`src/rtl/phys_reg_free_list_pkg.sv`:
```
// Shared rename-bus sizing: physical/architectural register counts and the
// physical register number width used by the free list and the rename datapath.
package phys_reg_free_list_pkg;

  localparam int PREG_NUM = 128;
  localparam int ARCH_NUM = 32;
  localparam int PREG_W   = 7;

endpackage

```
`src/rtl/phys_reg_free_list.sv`:
```
// Circular free list of physical register numbers: up to two allocations to
// rename and two releases from ROB commit per cycle, single-cycle reinit on flash.
module phys_reg_free_list #(
  parameter int PREG_NUM = phys_reg_free_list_pkg::PREG_NUM,
  parameter int ARCH_NUM = phys_reg_free_list_pkg::ARCH_NUM,
  parameter int PREG_W   = phys_reg_free_list_pkg::PREG_W
) (
  input  logic              Clk,
  input  logic              Rest,
  input  logic              FreeListStop,
  input  logic              FreeListFlash,
  input  logic              AllocReq1,
  input  logic              AllocReq2,
  output logic              AllocGrant,
  output logic [PREG_W-1:0] AllocPreg1,
  output logic [PREG_W-1:0] AllocPreg2,
  input  logic              Release1,
  input  logic [PREG_W-1:0] Release1Preg,
  input  logic              Release2,
  input  logic [PREG_W-1:0] Release2Preg,
  output logic [PREG_W:0]   FreeCount,
  output logic              FreeListEmpty
);

  localparam int CNT_W     = PREG_W + 1;
  localparam int INIT_FREE = PREG_NUM - ARCH_NUM;

  logic [PREG_W-1:0] entry_q [PREG_NUM];
  logic [PREG_W-1:0] head_q, head_d;
  logic [PREG_W-1:0] tail_q, tail_d;
  logic [CNT_W-1:0]  count_q, count_d;

  logic [1:0]        need;
  logic [CNT_W-1:0]  need_w;
  logic [CNT_W-1:0]  granted;
  logic [CNT_W-1:0]  released;
  logic              grant;
  logic              accept1;
  logic              accept2;
  logic [PREG_W-1:0] wr2_idx;

  // Pregs ARCH_NUM.. are free after init; the first ARCH_NUM hold committed state.
  function automatic logic [PREG_W-1:0] init_entry(input int idx);
    return (idx < INIT_FREE) ? PREG_W'(idx + ARCH_NUM) : '0;
  endfunction

  always_comb begin
    need     = {1'b0, AllocReq1} + {1'b0, AllocReq2};
    need_w   = CNT_W'(need);
    grant    = !FreeListStop && !FreeListFlash && (need != 2'd0) && (count_q >= need_w);
    granted  = grant ? need_w : '0;
    // Grant looks only at the registered count; releases never bypass into alloc.
    // Releases that would push the count past PREG_NUM are dropped.
    accept1  = Release1 && (count_q < CNT_W'(PREG_NUM));
    accept2  = Release2 && ((count_q + CNT_W'(accept1)) < CNT_W'(PREG_NUM));
    released = CNT_W'(accept1) + CNT_W'(accept2);
    wr2_idx  = tail_q + PREG_W'(accept1);
    head_d   = head_q + PREG_W'(granted);
    tail_d   = tail_q + PREG_W'(released);
    count_d  = count_q - granted + released;
  end

  assign AllocGrant    = grant;
  assign AllocPreg1    = entry_q[head_q];
  assign AllocPreg2    = AllocReq1 ? entry_q[head_q + PREG_W'(1)] : entry_q[head_q];
  assign FreeCount     = count_q;
  assign FreeListEmpty = count_q < CNT_W'(2);

  // NOTE: the storage array is reset on purpose -- reset and flash must both
  // restore a known list contents, so it is built from flops, not a RAM macro.
  always_ff @(posedge Clk or negedge Rest) begin
    if (!Rest) begin
      head_q  <= '0;
      tail_q  <= PREG_W'(INIT_FREE);
      count_q <= CNT_W'(INIT_FREE);
      for (int i = 0; i < PREG_NUM; i++) entry_q[i] <= init_entry(i);
    end else if (FreeListFlash) begin
      head_q  <= '0;
      tail_q  <= PREG_W'(INIT_FREE);
      count_q <= CNT_W'(INIT_FREE);
      for (int i = 0; i < PREG_NUM; i++) entry_q[i] <= init_entry(i);
    end else if (!FreeListStop) begin
      head_q  <= head_d;
      tail_q  <= tail_d;
      count_q <= count_d;
      if (accept1) entry_q[tail_q]  <= Release1Preg;
      if (accept2) entry_q[wr2_idx] <= Release2Preg;
    end
  end

endmodule
```
`config.mk`:
```
export PLATFORM = sky130hd
export DESIGN_NAME = phys_reg_free_list
export DESIGN_NICKNAME = d
export VERILOG_FILES = /design/src/rtl/phys_reg_free_list_pkg.sv /design/src/rtl/phys_reg_free_list.sv
export SDC_FILE = /design/constraint.sdc
export NUM_CORES = 2
export LEC_CHECK = 0
export ABC_CLOCK_PERIOD_IN_PS = 7100
export BUFFER_PORTS_ARGS = -buffer_cell sky130_fd_sc_hd__buf_4
export CAP_MARGIN = 15
export CORE_AREA = 3 3 476 478
export CTS_CLUSTER_DIAMETER = 30
export DETAILED_ROUTE_END_ITERATION = 16
export DIE_AREA = 0 0 479 481
export MAX_ROUTING_LAYER = met4
export PLACE_DENSITY = 0.53
export SLEW_MARGIN = 20
export SYNTH_ARGS = -nofsm -noshare
export SYNTH_HDL_FRONTEND = slang
export SYNTH_SLANG_ARGS = --single-unit
```
`constraint.sdc`:
```
create_clock -name Clk -period 7.1 [get_ports Clk]
set_input_delay 0.355 -clock Clk [delete_from_list [all_inputs] [get_ports Clk]]
set_output_delay 0.355 -clock Clk [all_outputs]
set_load 0.05 [all_outputs]
```
==> out/qor.txt <==
wire per inst: 35.1 um
Final Hold Viols: 0
Congestion Overflow GR: 0
worst hold slack: 0.0391 ns
YS warnings: 0
Worst EP required: 6.74 ns
Die Y: 481 um
Clock Pin Slew Worst Setup and Hold Paths: 0.04 ns
Post-synth EDFFs: 0
first-pass iteration count of the detailed router: 9
Setup Crit Path Kind: flop to output port
final setup TNS: 0 ns
total global-route track usage: 31.0%
Placer Congestion: 1.02
Design Power: 21.1 mW
crit path max fanout: 46
post-route ant nets: 0
Mapped Nets: 7203
VDD IR max: 0.260 mV
synthesized area per cell: 9.31 sq um
flop2flop setup slack: 2.11 ns
Mapped Area: 66600 sq um
first-pass GRT wire length: 504000 um
CTS Buffer Depth: 4
# rows: 173
RSZ-0062 raised after global routing: no
Initial Util: 30.0%
Worst EP arrival: 5.94 ns
Final Max Tran Viols: 0
layout cell share with drive strength beyond 1: 25.8%
placed cell areas: 69800 sq um
DR vias: 69012
die width: 479 um
initial antenna violation count: 22
Num CTS Buffers: 301
library cells used by synthesis: 81
DIE AREA: 230000 sq um
Nets: 7028
Clock Sinks: 918
LEAKAGE: 26.9 nW
sequential fraction of the synthesis area: 35.2%
HPWL Detailed: 225000 um
number of remaining DRC errors: 0
number of setup buffers added after CTS: 0
CTS root buffer: clkbuf_16
crit start category: flop
final worst path period share: 88.6%
power per cell area: 263 nW/um^2
Vias/cell: 6.76
core area: 222000 sq um
Main synth FF type: dfrtp_1
TritonCTS clock tree: done
finished layout cell area: 80200 sq um
Clock Skew: 0.0480 ns
HP Class: primary input to async pin
synth top area cells: dfrtp_1 21%, mux4_2 18%, dfstp_2 15%
Post-Syn Instances: 7151
most instantiated library cell after synthesis: a21oi_1
Ports: 46
commonest cells in the netlist: 795 x a21oi_1, 671 x nand2_1, 546 x dfrtp_1
share of Yosys cell area claimed by the top area cell type: 20.5%
FILL cells: 21960
Seq cells post-synth: 918
max-cap viol count: 0
number of setup violations in the final report: 0
asr flop ratio synth: 100%
fmax: 0.159 GHz
Slew headroom: 12.8%
port bufs: 45
Yosys top cell by area: dfrtp_1
vias in the first global route: 64707
final worst path period need: 6.29 ns
area grow syn2layout: 20.5%
initial DRC count: 10430
worst-margin pin slew: 1.31 ns
H-Tree Depth: 5
status: complete, no violations
largest net degree at the start of global routing: 200
WL final: 358000 um
Crit. End Element: output port
clk_lat worst skew: 0.95 ns
state kept, by name, indices dropped and copies added (netlist names):
name / cells
entry_q: 896
FreeCount: 8
head_q: 7
tail_q: 7
cell type report:
class	count	area [sq um]	area share [%]
multi-input cells	5270	39700	49.5
flip-flops and latches	918	23500	29.2
clock buffers	424	8760	10.9
well taps	2975	3720	4.64
repair buffers	260	2250	2.80
clock inverters	104	1430	1.78
inverters	225	858	1.07
diodes	32	80.1	0.0998
layout by cell type, fill, tap and decap left out, drive strengths merged, types with 12 or more instances in the layout:
cell type	netlist	layout
a211o	240	240
a211oi	99	99
a21o	33	33
a21oi	796	796
a221o	52	52
a221oi	159	159
a2bb2oi	22	22
a31oi	32	32
and3	12	12
buf	194	255
bufinv	0	33
clkbuf	544	424
clkinv	7	60
dfrtp	546	546
dfstp	372	372
diode	0	32
ha	26	26
inv	218	225
mux2	30	30
mux2i	93	93
mux4	518	518
nand2	672	672
nand2b	19	19
nand3	472	472
nand3b	27	27
nor2	391	391
nor2b	49	49
nor3	365	365
o211ai	23	23
o21a	31	31
o21ai	567	567
o221a	57	57
o22ai	61	61
o2bb2ai	52	52
o31a	17	17
o31ai	19	19
o32a	17	17
or3	187	187
power by group:
| group | internal, mW | switching, mW | total (mW) |
|---|---|---|---|
| combinational | 0.468 | 1.68 | 2.14 |
| clock | 9.64 | 3.99 | 13.6 |
| sequential | 5.30 | 0.0680 | 5.37 |
path summary, 6_finish.rpt:
kind	startpoint	to	depth (start not counted)
max	head_q[0]	AllocPreg2[4]	9
min	Rest	entry_q[442]	2
max reg2reg	tail_q[0]	entry_q[491]	9
min reg2reg	entry_q[328]	entry_q[328]	2
max in group asynchronous	Rest	entry_q[737]	4
min in group Clk	Release2Preg[3]	entry_q[66]	3
routing by layer:
| metal | track usage (%) | up-vias | part of all wire (%) |
|---|---|---|---|
| met4 | 21.8 | 0 | 8.2 |
| met1 | 37.9 | 34677 | 37 |
| met3 | 10.8 | 1505 | 14 |
| li1 | - | 27052 | - |
| met5 | - | - | 0 |
| met2 | 42.4 | 5778 | 42 |
critical path, cell delays in order (launching register included):
cell and delay [ns]:
dfrtp_4 0.79, buf_4 0.74, buf_4 0.46, mux4_2 0.54, mux2i_1 0.28, nor2_1 0.09
o31ai_1 1.00, nor3_1 0.20, a221o_1 0.55, buf_4 0.25
cells by family (layout without fill, tap and decap cells):
family / count (synthesis) / in the layout / synth area share [%]
buf+inv: 963 / 1013 / 5.77
other cells: 0 / 32 / 0
flops: 918 / 918 / 35.2
compound gates: 2341 / 2341 / 22.8
xor+xnor: 21 / 21 / 0.276
fa+ha+maj: 30 / 30 / 0.609
mux: 641 / 641 / 19.4
simple gates: 2237 / 2237 / 15.9
timing repair:
item | 4_1_cts | 5_1_grt
endpoints found under the hold margin | 143 | 0
hold buffers | 5 | 0
gates resized for setup | 0 | 0
through the flow:
stage               utilization, %  setup slack, ns  cells
floorplan                        -             2.47   7151
global placement              31.4             1.83   9641
detailed placement            31.4             1.95   9642
CTS                           36.0            0.968  10175
global route                  36.1            0.742  10200
finish                        36.1            0.808  10208
Power figures use the tool's default switching activity.
